## src/rtl/cpu_pkg.sv

```systemverilog
// Shared fetch-stage types and constants.
package cpu_pkg;

  localparam int unsigned ADDR_W  = 64;
  localparam int unsigned INSTR_W = 32;

  localparam logic [INSTR_W-1:0] NOP_INSTR = 32'hD503201F;

  typedef enum logic [1:0] {
    IDLE = 2'd0,
    REQ  = 2'd1,
    WAIT = 2'd2,
    HOLD = 2'd3
  } fetch_state_t;

endpackage

```

## src/rtl/fetch_unit_if_id_reg.sv

```systemverilog
// IF/ID pipeline register.
//   load  : capture load_pc/load_instr, mark valid
//   hold  : keep current contents
//   clear : drop valid (wins over load and hold)
//   none  : valid drops, pc/instr retained
module if_id_reg
  import cpu_pkg::*;
(
  input  logic               clk,
  input  logic               reset,
  input  logic               load,
  input  logic               hold,
  input  logic               clear,
  input  logic [ADDR_W-1:0]  load_pc,
  input  logic [INSTR_W-1:0] load_instr,
  output logic               if_valid,
  output logic [ADDR_W-1:0]  if_pc,
  output logic [INSTR_W-1:0] if_instr
);

  logic               valid_q, valid_d;
  logic [ADDR_W-1:0]  pc_q, pc_d;
  logic [INSTR_W-1:0] instr_q, instr_d;

  always_comb begin
    valid_d = valid_q;
    pc_d    = pc_q;
    instr_d = instr_q;
    if (clear) begin
      valid_d = 1'b0;
    end else if (load) begin
      valid_d = 1'b1;
      pc_d    = load_pc;
      instr_d = load_instr;
    end else if (!hold) begin
      valid_d = 1'b0;
    end
  end

  always_ff @(posedge clk or negedge reset) begin
    if (!reset) begin
      valid_q <= 1'b0;
      pc_q    <= '0;
      instr_q <= NOP_INSTR;
    end else begin
      valid_q <= valid_d;
      pc_q    <= pc_d;
      instr_q <= instr_d;
    end
  end

  assign if_valid = valid_q;
  assign if_pc    = pc_q;
  assign if_instr = instr_q;

endmodule

```

## src/rtl/fetch_unit.sv

```systemverilog
// Instruction fetch stage: single-outstanding imem request FSM feeding IF/ID.
// Ports: clk, reset (async, active-low), pc / pc_en (PC register interface),
//        flush, stall, imem_req_* / imem_rsp_* (instruction memory),
//        if_valid / if_pc / if_instr (to decode).
// Optional: FETCH_MISALIGN_CHECK_EN adds misalign_err and blocks misaligned fetches.
module fetch_unit
  import cpu_pkg::*;
(
  input  logic               clk,
  input  logic               reset,
  input  logic [ADDR_W-1:0]  pc,
  output logic               pc_en,
  input  logic               flush,
  input  logic               stall,
  output logic               imem_req_valid,
  input  logic               imem_req_ready,
  output logic [ADDR_W-1:0]  imem_req_addr,
  input  logic               imem_rsp_valid,
  input  logic [INSTR_W-1:0] imem_rsp_data,
  output logic               if_valid,
  output logic [ADDR_W-1:0]  if_pc,
  output logic [INSTR_W-1:0] if_instr
`ifdef FETCH_MISALIGN_CHECK_EN
  ,
  output logic               misalign_err
`endif
);

  fetch_state_t       state_q, state_d;
  logic               drop_q, drop_d;
  logic [INSTR_W-1:0] skid_q, skid_d;
  logic [ADDR_W-1:0]  req_addr_q, req_addr_d;
`ifdef FETCH_MISALIGN_CHECK_EN
  logic               misalign_q, misalign_d;
`endif

  logic               ld, hold, clr;
  logic [ADDR_W-1:0]  ld_pc;
  logic [INSTR_W-1:0] ld_instr;
  logic               req_block;
  logic               misaligned;
  logic               req_fire;

  always_comb begin
    state_d    = state_q;
    drop_d     = drop_q;
    skid_d     = skid_q;
    req_addr_d = req_addr_q;
`ifdef FETCH_MISALIGN_CHECK_EN
    misalign_d = misalign_q;
    req_block  = drop_q | misalign_q;
    misaligned = (pc[1:0] != 2'b00);
`else
    req_block  = drop_q;
    misaligned = 1'b0;
`endif
    pc_en          = 1'b0;
    ld             = 1'b0;
    hold           = stall;
    clr            = 1'b0;
    ld_pc          = req_addr_q;
    ld_instr       = imem_rsp_data;
    imem_req_valid = (state_q == REQ) && !req_block && !misaligned;
    imem_req_addr  = (state_q == REQ) ? pc : req_addr_q;
    req_fire       = imem_req_valid && imem_req_ready;

    case (state_q)
      IDLE: state_d = REQ;
      REQ: begin
        if (req_fire) begin
          state_d    = WAIT;
          req_addr_d = pc;
        end
`ifdef FETCH_MISALIGN_CHECK_EN
        else if (!req_block && misaligned) begin
          ld         = 1'b1;
          ld_pc      = pc;
          ld_instr   = NOP_INSTR;
          misalign_d = 1'b1;
        end
`endif
        // The response orphaned by an earlier flush lands here and is swallowed.
        if (drop_q && imem_rsp_valid) begin
          drop_d = 1'b0;
        end
      end
      WAIT: begin
        if (imem_rsp_valid) begin
          if (!stall) begin
            ld      = 1'b1;
            pc_en   = 1'b1;
            state_d = REQ;
          end else begin
            skid_d  = imem_rsp_data;
            state_d = HOLD;
          end
        end
      end
      HOLD: begin
        if (!stall) begin
          ld       = 1'b1;
          ld_instr = skid_q;
          pc_en    = 1'b1;
          state_d  = REQ;
        end
      end
      default: state_d = IDLE;
    endcase

`ifdef FETCH_MISALIGN_CHECK_EN
    if (misalign_q) begin
      hold = 1'b1;
    end
`endif

    // A request still in flight (or accepted this very cycle) will produce a
    // response after the redirect; mark it for discard.
    if (flush) begin
      state_d = REQ;
      pc_en   = 1'b1;
      clr     = 1'b1;
      ld      = 1'b0;
      skid_d  = '0;
`ifdef FETCH_MISALIGN_CHECK_EN
      misalign_d = 1'b0;
`endif
      if (((state_q == WAIT) && !imem_rsp_valid) || req_fire) begin
        drop_d = 1'b1;
      end
    end
  end

  always_ff @(posedge clk or negedge reset) begin
    if (!reset) begin
      state_q    <= IDLE;
      drop_q     <= 1'b0;
      skid_q     <= '0;
      req_addr_q <= '0;
`ifdef FETCH_MISALIGN_CHECK_EN
      misalign_q <= 1'b0;
`endif
    end else begin
      state_q    <= state_d;
      drop_q     <= drop_d;
      skid_q     <= skid_d;
      req_addr_q <= req_addr_d;
`ifdef FETCH_MISALIGN_CHECK_EN
      misalign_q <= misalign_d;
`endif
    end
  end

`ifdef FETCH_MISALIGN_CHECK_EN
  assign misalign_err = misalign_q;
`endif

  if_id_reg u_if_id (
    .clk        (clk),
    .reset      (reset),
    .load       (ld),
    .hold       (hold),
    .clear      (clr),
    .load_pc    (ld_pc),
    .load_instr (ld_instr),
    .if_valid   (if_valid),
    .if_pc      (if_pc),
    .if_instr   (if_instr)
  );

endmodule
```

## config.mk

```make
export PLATFORM = sky130hd
export DESIGN_NAME = fetch_unit
export DESIGN_NICKNAME = d
export VERILOG_FILES = /design/src/rtl/cpu_pkg.sv /design/src/rtl/fetch_unit_if_id_reg.sv /design/src/rtl/fetch_unit.sv
export SDC_FILE = /design/constraint.sdc
export NUM_CORES = 1
export LEC_CHECK = 0
export BUFFER_PORTS_ARGS = -buffer_cell sky130_fd_sc_hd__buf_4
export CORE_MARGIN = 4
export CORE_UTILIZATION = 30
export DETAILED_ROUTE_END_ITERATION = 10
export PLACE_DENSITY = 0.48
export SYNTH_ARGS = -nofsm -noshare
export SYNTH_HDL_FRONTEND = slang
export SYNTH_SLANG_ARGS = --single-unit
```

## constraint.sdc

```tcl
create_clock -name clk -period 3.47 [get_ports clk]
set_input_delay 0.1735 -clock clk [delete_from_list [all_inputs] [get_ports clk]]
set_output_delay 0.1735 -clock clk [all_outputs]
set_load 0.005 [all_outputs]
```

==> metrics.md, run 1 <==
| Metric | Value |
|---|---|
| Status | finished, final reports clean |
| Part of the Yosys area used for sequential elements | 58.7% |
| Setup repair after global routing missed its margin | no |
| Yosys synthesis warning count | 0 |
| Count of buffers from port buffering | 264 |
| Avg Cell Area, Syn | 14.4 um2 |
| Gate count after technology mapping | 583 |
| Length of the first detailed-routing pass in iterations | 4 |
| Fraction of layout instances using a drive strength above 1 | 51.6% |
| Net count, final | 1,036 |
| Path category of the worst min-delay check | input port to flip-flop |
| Starting DRT DRC Count | 291 |
| Setup TNS | 0 ns |
| Type of element capturing the critical path | output port |
| Minimum period implied by the final worst setup slack | 2.58 ns |
| Clock input transition at the sequential cells of the worst setup and hold paths | 0.07 ns |
| Static leakage | 0.00578 uW |
| Overall power | 10,200 uW |
| Count of instances resized after the clock tree is built | 0 |
| Synth async-reset ratio | 100% |
| Die height | 175 um |
| Total count of hold-check failures in the final report | 0 |
| Final global-route overflow total | 0 |
| Vias post-DR | 6,040 |
| Final setup viols | 0 |
| Routability cong. | 0.763 |
| Worst Tran Pin Value | 1.13 ns |
| Starting Density | 30.8% |
| Arr. time, crit path | 2.40 ns |
| Required time at the endpoint of the critical path | 3.30 ns |
| Critical path startpoint category | flip-flop |
| # clock sinks | 196 |
| Count of flip-flops with a built-in enable after synthesis | 0 |
| Final count of pins violating max slew | 0 |
| Number of hold buffers added after CTS | 96 |
| Largest clock skew in the final design | 0.0116 ns |
| Number of antenna violations at the first check in global routing | 0 |
| Deepest clock path buffer count | 2 |
| Antenna-violating nets left | 0 |
| Worst skew pair latency | 0.43 ns |
| Largest net degree at the start of global routing | 112 |
| Total number of H-tree levels | 4 |
| Minimum setup slack in the final design | 0.893 ns |
| Row Count | 60 |
| Synthesized netlist net count | 688 |
| Wirelength, routed | 23.5 mm |
| Global-route usage over all layers | 15.4% |
| Wire length of the first global-routing pass | 37.6 mm |
| Post-detailed-route wirelength per cell | 17.8 um |
| Synth Flop Type | sky130_fd_sc_hd__dfrtp_1 |
| Largest vdd supply drop | 0.000383 V |
| Number of fill cells | 2,509 |
| Met3 wire len | 1.59 mm |
| Routed met1 length | 9.62 mm |
| Post-CTS Repair Setup Buffers | 0 |
| Pre-CTS WS | 1.24 ns |
| Boundary Pins | 265 |
| Highest metal layer with signal wires | met4 |
| Power Density | 826 nW/um2 |
| Half-perimeter wire length after detailed placement | 16.0 mm |
| Max transition margin | 24.7% |
| Cell variety after synth | 25 |
| Die footprint | 30,700 um2 |
| Core Region | 27,300 um2 |
| Inserted Diodes | 0 |
| Ratio of final minimum period to clock period | 74.3% |
| Max Cap Violations | 0 |
| Area overhead of the layout relative to synthesis | 46.5% |
| Root Buffer Master | sky130_fd_sc_hd__clkbuf_16 |
| Number of remaining DRC errors | 0 |
| Number of global-route vias before repair | 6,688 |
| Max Fclk | 0.388 GHz |
| Vias per cell | 4.59 |
| Length of routed met2 wiring | 11.7 mm |
| Netlist Area Pre-Place | 8380 um2 |
| Crit Path Max Fanout | 67 |
| TritonCTS buffer count | 17 |
| Crit Path Category | flip-flop to output port |
| Die boundary width | 175 um |
| TritonCTS clock tree | yes |
| Seq cells post-synth | 196 |
[sequential cells by signal (all words and copies together) (netlist names)]
name and count:
drop_q 1, ld_pc 64, skid_q 32, state_q 2, u_if_id.if_instr 32, u_if_id.if_pc 64
u_if_id.if_valid 1
[layout by cell type, fill, tap and decap left out, drive strengths merged, types with 4 or more instances in the layout]
cell,Yosys,final
a21oi,36,36
a22o,33,33
buf,35,271
clkbuf,4,20
clkinv,0,6
dfrtp,183,183
dfstp,13,13
dlygate4sd3,0,96
inv,3,9
mux2,193,193
mux2i,32,32
nand2,4,4
nor2,32,32
[routing by layer]
| metal | up-vias | global-route usage (%) |
|---|---|---|
| met2 | 189 | 25.8 |
| met5 | - | 0 |
| li1 | 2795 | - |
| met3 | 32 | 4.50 |
| met4 | 0 | 5.50 |
| met1 | 3024 | 19.0 |
[Yosys cell counts (4+ instances only)]
library cell / instances / area, um2
sky130_fd_sc_hd__a21oi_1: 36 / 180
sky130_fd_sc_hd__dfrtp_1: 183 / 4580
sky130_fd_sc_hd__buf_2: 18 / 90.1
sky130_fd_sc_hd__a22o_1: 33 / 289
sky130_fd_sc_hd__nor2_1: 32 / 120
sky130_fd_sc_hd__nand2_1: 4 / 15.0
sky130_fd_sc_hd__mux2_1: 28 / 315
sky130_fd_sc_hd__mux2_2: 165 / 1860
sky130_fd_sc_hd__buf_4: 12 / 90.1
sky130_fd_sc_hd__mux2i_1: 32 / 320
sky130_fd_sc_hd__dfstp_2: 13 / 342
sky130_fd_sc_hd__clkbuf_1: 4 / 15.0
[cell families (layout without fill, tap and decap cells)]
group	count (synthesis)	count (layout)	share of synthesized area, %
adders and majority gates	3	3	0.448
AOI/OAI and AO/OA	74	74	5.95
and+or+nand+nor	43	43	2.21
DFF	196	196	58.7
muxes	225	225	29.7
buffers and inverters	42	403	2.95
[layout make-up]
cell class                 instances  area, um2  share of cell area [%]
clock inverter                    13        165                    1.34
inverter                           3       11.3                  0.0916
timing repair buffer             368       3020                    24.6
clock buffer                      19        443                    3.60
tap                              372        465                    3.79
sequential                       196       4920                    40.1
multi-input combinational        345       3260                    26.5
[worst paths after layout]
| check | end | slack, ns | cells past startpoint | startpoint |
|---|---|---|---|---|
| max in group asynchronous | u_if_id.if_pc[1] | 1.94 | 3 | reset |
| hold reg to reg | skid_q[30] | 0.50 | 1 | skid_q[30] |
| setup reg to reg | state_q[1] | 1.32 | 6 | state_q[1] |
| min in group asynchronous | u_if_id.if_instr[18] | 0.41 | 2 | reset |
| setup / recovery | imem_req_addr[43] | 0.89 | 5 | state_q[1] |
| hold / removal | skid_q[31] | 0.03 | 2 | imem_rsp_data[31] |
[where the power goes]
| group | internal [uW] | leakage [uW] | switching [uW] |
|---|---|---|---|
| logic | 2560 | 0.00311 | 1610 |
| registers | 3310 | 0.00237 | 644 |
| clock network | 1060 | 0.000297 | 964 |
[stage by stage]
step | instances | instance area [um2] | utilization, % | hold slack, ns
2_1_floorplan | 583 | 8380 | - | -0.122
3_3_place_gp | 1188 | 10700 | 39.3 | 0.354
3_5_place_dp | 1188 | 10700 | 39.3 | 0.373
4_1_cts | 1316 | 12300 | 45.1 | 0.00358
5_1_grt | 1316 | 12300 | 45.1 | 0.0202
6_report | 1316 | 12300 | 45.1 | 0.0313
[critical path, stage by stage, from the launching register on]
cell,delay [ns]
sky130_fd_sc_hd__dfrtp_1,0.42
sky130_fd_sc_hd__inv_1,0.10
sky130_fd_sc_hd__ha_4,0.13
sky130_fd_sc_hd__buf_4,0.67
sky130_fd_sc_hd__mux2_2,0.42
sky130_fd_sc_hd__buf_4,0.15
(Power assumes the default switching activity.)
==> run 2: changes to the inputs <==
--- a/config.mk
+++ b/config.mk
@@ -5,11 +5,12 @@
 export SDC_FILE = /design/constraint.sdc
 export NUM_CORES = 1
 export LEC_CHECK = 0
+export ABC_AREA = 1
 export BUFFER_PORTS_ARGS = -buffer_cell sky130_fd_sc_hd__buf_4
 export CORE_MARGIN = 4
 export CORE_UTILIZATION = 30
 export DETAILED_ROUTE_END_ITERATION = 10
-export PLACE_DENSITY = 0.48
+export PLACE_DENSITY = 0.47
 export SYNTH_ARGS = -nofsm -noshare
 export SYNTH_HDL_FRONTEND = slang
 export SYNTH_SLANG_ARGS = --single-unit
==> constraint.sdc (replaced) <==
create_clock -name clk -period 2.48 [get_ports clk]
set_input_delay 0.124 -clock clk [delete_from_list [all_inputs] [get_ports clk]]
set_output_delay 0.124 -clock clk [all_outputs]
set_load 0.005 [all_outputs]
==> metrics.md, run 2 <==
| Metric | Value |
|---|---|
| Max Fclk | 0.478 GHz |
| Crit Path Category | flip-flop to output port (unchanged) |
| Wire length of the first global-routing pass | 44.1 mm (was 37.6 mm) |
| Count of flip-flops with a built-in enable after synthesis | 0 (unchanged) |
| Length of the first detailed-routing pass in iterations | 4 (unchanged) |
| TritonCTS buffer count | 17 (unchanged) |
| Static leakage | 0.00686 uW (was 0.00578 uW) |
| Worst Tran Pin Value | 0.626 ns (was 1.13 ns) |
| Die footprint | 33,100 um2 (was 30,700 um2) |
| Post-detailed-route wirelength per cell | 14.5 um (was 17.8 um) |
| Clock input transition at the sequential cells of the worst setup and hold paths | 0.07 ns (about the same) |
| Max transition margin | 58.2% (was 24.7%) |
| Most common cell after layout, fill and taps aside | sky130_fd_sc_hd__nand2_1 (was sky130_fd_sc_hd__buf_4) |
| Setup TNS | 0 ns (unchanged) |
| Largest vdd supply drop | 0.000560 V (was 0.000383 V) |
| Critical path startpoint category | flip-flop (unchanged) |
| Number of remaining DRC errors | 0 (unchanged) |
| Cell variety after synth | 21 (was 25) |
| Wirelength, routed | 27.2 mm (was 23.5 mm) |
| Area overhead of the layout relative to synthesis | 42.0% (was 46.5%) |
| Row Count | 63 (was 60) |
| Dominant cell type by area after synthesis | sky130_fd_sc_hd__dfrtp_1 (unchanged) |
| Final count of pins violating max slew | 0 (unchanged) |
| Count of buffers from port buffering | 264 (unchanged) |
| Max Cap Violations | 0 (unchanged) |
| Antenna-violating nets left | 0 (unchanged) |
| Total number of H-tree levels | 4 (unchanged) |
| Vias per cell | 4.37 (was 4.59) |
| Seq cells post-synth | 196 (unchanged) |
| # clock sinks | 196 (unchanged) |
| Avg Cell Area, Syn | 7.95 um2 (was 14.4 um2) |
| Total count of hold-check failures in the final report | 0 (unchanged) |
| Status | finished, final reports clean (unchanged) |
| Crit Path Max Fanout | 52 (was 67) |
| Proportion of netlist area held by the largest area contributor | 50.5% (was 54.6%) |
| Most area-consuming cells after synthesis | sky130_fd_sc_hd__dfrtp_1 (50%), sky130_fd_sc_hd__nand2_1 (17%), sky130_fd_sc_hd__inv_1 (5.5%) (was sky130_fd_sc_hd__dfrtp_1 (55%), sky130_fd_sc_hd__mux2_2 (22%), sky130_fd_sc_hd__dfstp_2 (4.1%)) |
| Most instantiated cells after synthesis | sky130_fd_sc_hd__nand2_1 (405), sky130_fd_sc_hd__dfrtp_1 (183), sky130_fd_sc_hd__inv_1 (134), sky130_fd_sc_hd__nor2_1 (67), sky130_fd_sc_hd__o21ai_0 (66) (was sky130_fd_sc_hd__dfrtp_1 (183), sky130_fd_sc_hd__mux2_2 (165), sky130_fd_sc_hd__a21oi_1 (36), sky130_fd_sc_hd__a22o_1 (33)) |
| Half-perimeter wire length after detailed placement | 18.4 mm (was 16.0 mm) |
| Arr. time, crit path | 1.97 ns (was 2.40 ns) |
| Commonest cells after routing, fill and taps aside | sky130_fd_sc_hd__nand2_1 (405), sky130_fd_sc_hd__buf_4 (274), sky130_fd_sc_hd__dfrtp_1 (183), sky130_fd_sc_hd__inv_1 (134), sky130_fd_sc_hd__dlygate4sd3_1 (91) (was sky130_fd_sc_hd__buf_4 (270), sky130_fd_sc_hd__dfrtp_1 (183), sky130_fd_sc_hd__mux2_2 (165), sky130_fd_sc_hd__dlygate4sd3_1 (96), sky130_fd_sc_hd__a21oi_1 (36)) |
| Path category of the worst min-delay check | input port to flip-flop (unchanged) |
| Die boundary width | 182 um (was 175 um) |
| Worst skew pair latency | 0.43 ns (about the same) |
| Deepest clock path buffer count | 2 (unchanged) |
| Core Region | 29,700 um2 (was 27,300 um2) |
| Boundary Pins | 265 (unchanged) |
| Global-route usage over all layers | 16.4% (was 15.4%) |
| Largest clock skew in the final design | 0.0119 ns (was 0.0116 ns) |
| Setup repair after global routing missed its margin | no (unchanged) |
| Post-CTS Repair Setup Buffers | 0 (unchanged) |
| Synthesized netlist net count | 1,246 (was 688) |
| Minimum period implied by the final worst setup slack | 2.09 ns |
| Root Buffer Master | sky130_fd_sc_hd__clkbuf_16 (unchanged) |
| TritonCTS clock tree | yes (unchanged) |
| Net count, final | 1,571 (was 1,036) |
| Starting Density | 30.5% (was 30.8%) |
| Yosys synthesis warning count | 0 (unchanged) |
| Die height | 182 um (was 175 um) |
| Vias post-DR | 8,183 (was 6,040) |
| Netlist Area Pre-Place | 9070 um2 (was 8380 um2) |
| Ratio of final minimum period to clock period | 84.4% |
| Synth Flop Type | sky130_fd_sc_hd__dfrtp_1 (unchanged) |
| Number of global-route vias before repair | 8,179 (was 6,688) |
| Part of the Yosys area used for sequential elements | 54.3% (was 58.7%) |
| Power Density | 1110 nW/um2 (was 826 nW/um2) |
| Number of antenna violations at the first check in global routing | 1 (was 0) |
| Final global-route overflow total | 0 (unchanged) |
| Synth async-reset ratio | 100% (unchanged) |
| Final setup viols | 0 (unchanged) |
| Required time at the endpoint of the critical path | 2.36 ns (was 3.30 ns) |
| Hold Worst Slack | 0.0296 ns (was 0.0313 ns) |
| Fraction of layout instances using a drive strength above 1 | 22.7% (was 51.6%) |
| Type of element capturing the critical path | output port (unchanged) |
| Largest net degree at the start of global routing | 77 (was 112) |
| Starting DRT DRC Count | 401 (was 291) |
| Count leader, synth | sky130_fd_sc_hd__nand2_1 (was sky130_fd_sc_hd__dfrtp_1) |
| Gate count after technology mapping | 1,141 (was 583) |
| Routability cong. | 0.751 (was 0.763) |
## run 2: cell count changes in the layout (fill, tap and decap cells not counted), moves of 33 or more
| cell | previous run | this run |
|---|---|---|
| sky130_fd_sc_hd__inv_1 | 3 | 134 |
| sky130_fd_sc_hd__nand2_1 | 3 | 405 |
| sky130_fd_sc_hd__nor2_1 | 32 | 67 |
| sky130_fd_sc_hd__nand3_1 | 0 | 35 |
| sky130_fd_sc_hd__o21ai_0 | 3 | 66 |
| sky130_fd_sc_hd__o21ai_1 | 0 | 64 |
| sky130_fd_sc_hd__mux2_2 | 165 | 0 |
| sky130_fd_sc_hd__a22o_1 | 33 | 0 |
## run 2: cell type report
class / count / area (um2)
Antenna cell: 2 / 5.00
Clock buffer: 18 / 429
Clock inverter: 14 / 160
Fill cell: 3064 / 16800
Inverter: 138 / 520
Multi-Input combinational cell: 739 / 3210
Sequential cell: 196 / 4920
Tap cell: 390 / 488
Timing Repair Buffer: 374 / 3140
## run 2: repair_timing
item,CTS,global route
hold buffers,91,0
gates resized for setup,0,0
endpoints found under the hold margin,146,0
endpoints found under the setup margin,0,0
## run 2: worst max-delay path: stages (launching register included)
cell	delay (ns)
sky130_fd_sc_hd__dfrtp_1	0.42
sky130_fd_sc_hd__inv_1	0.10
sky130_fd_sc_hd__ha_4	0.18
sky130_fd_sc_hd__buf_4	0.42
sky130_fd_sc_hd__o21ai_0	0.22
sky130_fd_sc_hd__buf_4	0.18
## run 2: cell families after synthesis
group                    share of synthesized area [%]
AND/OR/NAND/NOR                                   21.8
AO/OA/AOI/OAI                                     12.9
buffers and inverters                             10.6
flip-flops                                        54.3
adder cells (fa/ha/maj)                          0.414
## run 2: routing by layer
layer	up-vias	wire length (um)	share of wire (%)	GRT usage [%]
met5	-	0	0	0
met4	0	247	0.91	3.81
met3	18	2290	8.4	6.03
met2	195	12300	45	26.2
met1	3760	12300	45	21.5
li1	4210	-	-	-
## run 2: metrics by stage
| step | std cells | util [%] | total power, uW | cell area [um2] | setup WS, ns |
|---|---|---|---|---|---|
| CTS | 1869 | 43.3 | 14600 | 12900 | 0.330 |
| global placement | 1746 | 38.3 | 11600 | 11400 | 0.733 |
| finish | 1871 | 43.3 | 14300 | 12900 | 0.388 |
| floorplan | 1141 | - | 8160 | 9070 | 1.03 |
| global route | 1870 | 43.3 | 15600 | 12900 | 0.235 |
| detailed placement | 1746 | 38.3 | 11600 | 11400 | 0.673 |
## run 2: power by group
group | leakage, uW | internal, uW | switching (uW)
clock | 0.000280 | 1360 | 1410
sequential | 0.00236 | 4530 | 594
combinational | 0.00422 | 3060 | 3350
total | 0.00686 | 8950 | 5350
## run 2: final timing paths
kind	from	endpoint	slack [ns]	cells after the start
worst max register to register	state_q[0]	u_if_id.if_pc[1]	0.72	8
worst max-delay path	state_q[1]	imem_req_addr[14]	0.39	5
min in group asynchronous	reset	u_if_id.if_instr[8]	0.27	2
worst min-delay path	imem_rsp_data[23]	u_if_id.if_instr[23]	0.03	5
max in group asynchronous	reset	u_if_id.if_instr[28]	1.39	3
worst min register to register	u_if_id.if_instr[3]	u_if_id.if_instr[3]	0.47	2
